[src/rtl/pipe_reg_mem_wb_skid_pkg.sv]
// Shared pipeline definitions: skid-buffer state encoding and default
// MEM->WB payload widths used by the stage registers.
package pipe_reg_mem_wb_skid_pkg;

    typedef enum logic [1:0] {
        ST_EMPTY = 2'd0,
        ST_ONE   = 2'd1,
        ST_FULL  = 2'd2
    } skidState_e;

    localparam int DATA_W_DEFAULT = 32;
    localparam int DIR_W_DEFAULT  = 32;

    // Occupancy is reported as a beat count rather than as the raw encoding.
    function automatic logic [1:0] stateCount(input skidState_e state);
        logic [1:0] count;
        count = 2'd0;
        case (state)
            ST_EMPTY: count = 2'd0;
            ST_ONE:   count = 2'd1;
            ST_FULL:  count = 2'd2;
            default:  count = 2'd0;
        endcase
        return count;
    endfunction

endpackage

[src/rtl/pipe_skid_buf.sv]
// Generic two-entry skid buffer with valid/ready on both sides and a
// synchronous flush; ready depends only on registered state.
module pipe_skid_buf
    import pipe_reg_mem_wb_skid_pkg::*;
#(
    parameter int W = 8
) (
    input  logic         clk,
    input  logic         rst_n,
    input  logic         i_valid,
    output logic         o_ready,
    input  logic [W-1:0] i_data,
    input  logic         i_flush,
    output logic         o_valid,
    input  logic         i_ready,
    output logic [W-1:0] o_data,
    output logic [1:0]   o_count
);

    skidState_e   state_q;
    logic [W-1:0] outData_q;
    logic [W-1:0] skidData_q;
    logic         inFire;
    logic         outFire;

    assign o_valid = (state_q != ST_EMPTY);
    assign o_ready = (state_q != ST_FULL);
    assign o_data  = outData_q;
    assign o_count = stateCount(state_q);
    assign inFire  = i_valid & o_ready;
    assign outFire = o_valid & i_ready;

    // Flush only resets occupancy; stale payload is hidden behind o_valid=0.
    always_ff @(posedge clk or negedge rst_n) begin
        if (!rst_n) begin
            state_q    <= ST_EMPTY;
            outData_q  <= '0;
            skidData_q <= '0;
        end else if (i_flush) begin
            state_q <= ST_EMPTY;
        end else begin
            case (state_q)
                ST_EMPTY: begin
                    if (inFire) begin
                        state_q   <= ST_ONE;
                        outData_q <= i_data;
                    end
                end
                ST_ONE: begin
                    if (inFire && outFire) begin
                        outData_q <= i_data;
                    end else if (inFire) begin
                        state_q    <= ST_FULL;
                        skidData_q <= i_data;
                    end else if (outFire) begin
                        state_q <= ST_EMPTY;
                    end
                end
                ST_FULL: begin
                    if (outFire) begin
                        state_q   <= ST_ONE;
                        outData_q <= skidData_q;
                    end
                end
                default: state_q <= ST_EMPTY;
            endcase
        end
    end

endmodule

[src/rtl/pipe_reg_mem_wb_skid.sv]
// MEM->WB pipeline register built on the shared skid buffer; write-enable
// can be gated by valid so a bubble never writes the register file.
module pipe_reg_mem_wb_skid
    import pipe_reg_mem_wb_skid_pkg::*;
#(
    parameter int DATA_W  = DATA_W_DEFAULT,
    parameter int DIR_W   = DIR_W_DEFAULT,
    parameter int GATE_WE = 1
) (
    input  logic              clk,
    input  logic              rst_n,
    input  logic              i_valid,
    output logic              o_ready,
    input  logic              i_we,
    input  logic [DATA_W-1:0] i_wb_data,
    input  logic [DIR_W-1:0]  i_wb_dir,
    input  logic              i_flush,
    output logic              o_valid,
    input  logic              i_ready,
    output logic              o_we,
    output logic [DATA_W-1:0] o_wb_data,
    output logic [DIR_W-1:0]  o_wb_dir,
    output logic [1:0]        o_count
);

    localparam int W = 1 + DATA_W + DIR_W;

    logic [W-1:0] inPayload;
    logic [W-1:0] outPayload;
    logic         storedWe;

    assign inPayload = {i_we, i_wb_data, i_wb_dir};

    pipe_skid_buf #(
        .W (W)
    ) skidBuf (
        .clk     (clk),
        .rst_n   (rst_n),
        .i_valid (i_valid),
        .o_ready (o_ready),
        .i_data  (inPayload),
        .i_flush (i_flush),
        .o_valid (o_valid),
        .i_ready (i_ready),
        .o_data  (outPayload),
        .o_count (o_count)
    );

    assign {storedWe, o_wb_data, o_wb_dir} = outPayload;
    assign o_we = (GATE_WE != 0) ? (storedWe & o_valid) : storedWe;

endmodule

[config.mk]
export PLATFORM = sky130hd
export DESIGN_NAME = pipe_reg_mem_wb_skid
export DESIGN_NICKNAME = d
export VERILOG_FILES = /design/src/rtl/pipe_reg_mem_wb_skid_pkg.sv /design/src/rtl/pipe_skid_buf.sv /design/src/rtl/pipe_reg_mem_wb_skid.sv
export SDC_FILE = /design/constraint.sdc
export NUM_CORES = 1
export LEC_CHECK = 0
export ABC_CLOCK_PERIOD_IN_PS = 2000
export BUFFER_PORTS_ARGS = -buffer_cell sky130_fd_sc_hd__buf_2
export CORE_UTILIZATION = 54
export CTS_CLUSTER_DIAMETER = 100
export DETAILED_ROUTE_END_ITERATION = 7
export HOLD_SLACK_MARGIN = 0.06
export PLACE_DENSITY = 0.8
export SETUP_SLACK_MARGIN = 0.1
export SYNTH_ARGS = -nofsm -noshare
export SYNTH_HDL_FRONTEND = slang
export SYNTH_HIERARCHICAL = 1
export SYNTH_SLANG_ARGS = --single-unit
export TNS_END_PERCENT = 30
[constraint.sdc]
create_clock -name clk -period 2 [get_ports clk]
set_clock_uncertainty 0.2 [all_clocks]
set_input_delay 0 -clock clk [delete_from_list [all_inputs] [get_ports clk]]
set_output_delay 0 -clock clk [all_outputs]
set_load 0.005 [all_outputs]
==> impl_metrics.toml <==
[run_status]
status = "finished clean"

[critical_path]
critPathRequiredTime_ps = 1800
crit_start = "skidBuf/state_q[1]$_DFFE_PN0P_"
crit_fanout = 4
path_depth = 4
path_cells = "buf_6 -> or2_2 -> and2_4 -> buf_2"
slowest_delay_ps = 460
end_kind = "primary output"
path_class = "flip-flop to primary output"
r2r_slack_ps = 70
cp_top_family = "simple AND/OR/NAND/NOR gates"
cp_data_arrival_time_ps = 1760
critPathLaunchType = "flip-flop"
worst-path-buf-inv = 2
r2r-start = "skidBuf/state_q[1]$_DFFE_PN0P_"
slowest_stage = "dfrtp_2"
r2r_cells = 6

[cells_and_area]
syn2layout_area_growth_pct = 50.5
layout-drive-gt1-share_pct = 50.0
mostFrequentLayoutCell = "buf_2"
insertedDiodeCount = 0
postLayoutCoreUtil_pct = 84.1
design_area_sq_um = 9160
final_cell_mix = "buf_2 (137), dfrtp_1 (130), dlygate4sd3_1 (129), mux2_4 (80), mux2_1 (62)"
fillers = 512
nets = 726
multi_input_area_sq_um = 2640
seq_area_sq_um = 3310

[floorplan]
fp.dieH_um = 108
dieArea_sq_um = 11700
core_sq_um = 10900
initial_utilization_pct = 55.9
pin_count = 139
die_x_um = 108
rows = 38

[cts]
numCtsBuffers = 17
path_clk_slew_ps = 60
clock_sinks = 132
htree_levels = 4
clock_latency_ps = 510
root_buffer = "clkbuf_8"
cts_tree = "yes"
clk_path_buf_depth = 2

[route]
finalWirelength_um = 16400
via_per_inst = 5.25
dr.pass1.iters = 4
drcViolationCount = 0
drtIter0Drc = 115
vias = 4242
wl_per_cell_um = 20.3
ant_nets = 0

[global_routing]
grt.overflow.total = 0
first_global_vias = 4737
antenna_found_initial = 0
grt_max_degree = 67
grt.total_usage_pct = 28.1
grt_pass1_wl_um = 24400

[synthesis]
synth_warnings = 6
synth_fp_nets = 437
synth_fa_ha_area_share_pct = 0
synth_cell_types = 21
syn_area_per_cell_sq_um = 16.6
yosys.area_share.simple_pct = 1.09
seq_area_frac_synth_pct = 54.3
synth_top_family_by_area = "multiplexers"
syn_area_sq_um = 6090
synthXorXnorAreaFrac_pct = 0
synth_compound_area_share_pct = 0.617
muxShareOfSynthArea_pct = 40.9
syn_inst = 367
ys_ff_latch = 132

[power]
p_per_area_nw_per_um2 = 928
p_leak_nw = 4.30
irDropWorstVdd_mv = 0.970

[sta]
hold_viol = 0
fin_ws_ps = 44.8
worst_pin_slew_ps = 634
slew_violations = 0
tns_ps = 0
fin_crit_sh_pct = 97.8
grt_setup_unrepaired = "true"
whs_ps = 88.0
max-slew-margin-rel_pct = 57.7
fmax_ghz = 0.511
fin_crit_ps = 1960
finalSetupViolCount = 0

[place]
place_area_sq_um = 6980
place_ws_ps = 22.6
detailedPlacementHpwl_um = 7890
gp_congestion = 0.733
port_buffers = 138

[job]
cap_violations = 0

[worst_hold_path]
hold_path_depth = 3
worstHoldStart = "i_wb_data[28]"
hold_path.class = "primary input to flip-flop"
registers in the layout, summed over array words and instances, names as in the netlist:
signal,cells
skidBuf/o_data,65
skidBuf/skidData_q,65
skidBuf/state_q,2
where the power goes:
part           leakage [nW]  switching, mW  internal (mW)
sequential             1.59          0.379           3.32
clock                 0.286           1.07           1.97
combinational          2.43          0.637           1.13
cells by family after synthesis:
group,after synthesis
buffers and inverters,23
and+or+nand+nor,11
DFF,132
AOI/OAI and AO/OA,6
muxes,195
worst reg2reg max path, stage by stage, from the launching register on:
cell and delay (ps):
dfrtp_2 460, buf_4 160, nand2_4 100, clkinv_8 120, clkbuf_16 200, mux2_4 310
mux2_4 260
metal layers:
layer	part of all wire [%]	global-route usage, %	up-vias
met4	2.2	12.2	0
met5	0	0	-
met2	55	51.5	153
li1	-	-	1902
met1	39	31.0	2157
met3	4.0	6.33	30
cell type report:
| cell class | instances | area share, % |
|---|---|---|
| clock buffer | 28 | 5.63 |
| tap | 140 | 1.91 |
| sequential | 132 | 36.1 |
| multi-input combinational | 212 | 28.9 |
| timing repair buffer | 291 | 26.6 |
| inverter | 2 | 0.246 |
| clock inverter | 3 | 0.710 |
Yosys cell counts:
| library cell | instances | area [sq um] |
|---|---|---|
| inv_2 | 2 | 7.51 |
| or2_2 | 1 | 6.26 |
| dfrtp_1 | 132 | 3300 |
| nor3b_1 | 1 | 7.51 |
| mux2_2 | 53 | 597 |
| nor3_1 | 1 | 5.00 |
| nor2_2 | 1 | 6.26 |
| and2_1 | 1 | 6.26 |
| buf_2 | 6 | 30.0 |
| mux2_1 | 63 | 709 |
| nor2_1 | 2 | 7.51 |
| a21oi_2 | 1 | 8.76 |
| o22a_1 | 1 | 8.76 |
| buf_4 | 5 | 37.5 |
| mux2_4 | 79 | 1190 |
| nand2_4 | 1 | 11.3 |
| nor2b_1 | 1 | 6.26 |
| buf_6 | 10 | 113 |
| a21oi_1 | 3 | 15.0 |
| o21ai_1 | 1 | 5.00 |
| nand3_1 | 2 | 10.0 |
final timing paths:
path | end
setup / recovery | o_we
hold / removal | skidBuf/skidData_q[60]$_DFFE_PN0P_
setup reg to reg | skidBuf/o_data[61]$_DFFE_PN0P_
hold reg to reg | skidBuf/skidData_q[51]$_DFFE_PN0P_
max in group asynchronous | skidBuf/o_data[12]$_DFFE_PN0P_
min in group asynchronous | skidBuf/o_data[55]$_DFFE_PN0P_
through the flow:
step	instances	total power, mW
after CTS	800	8.43
after detailed placement	636	5.14
after floorplan	367	4.50
after global routing	808	8.87
after global placement	636	5.02
final	808	8.50
what timing repair did:
item	in CTS	in global routing
hold buffers	129	0
pin swaps	1	1
endpoints found under the hold margin	264	0
setup endpoints to repair	65	130
buffers inserted	2	1
gates resized for setup	4	16
cloned	2	7
Power figures use the tool's default switching activity.
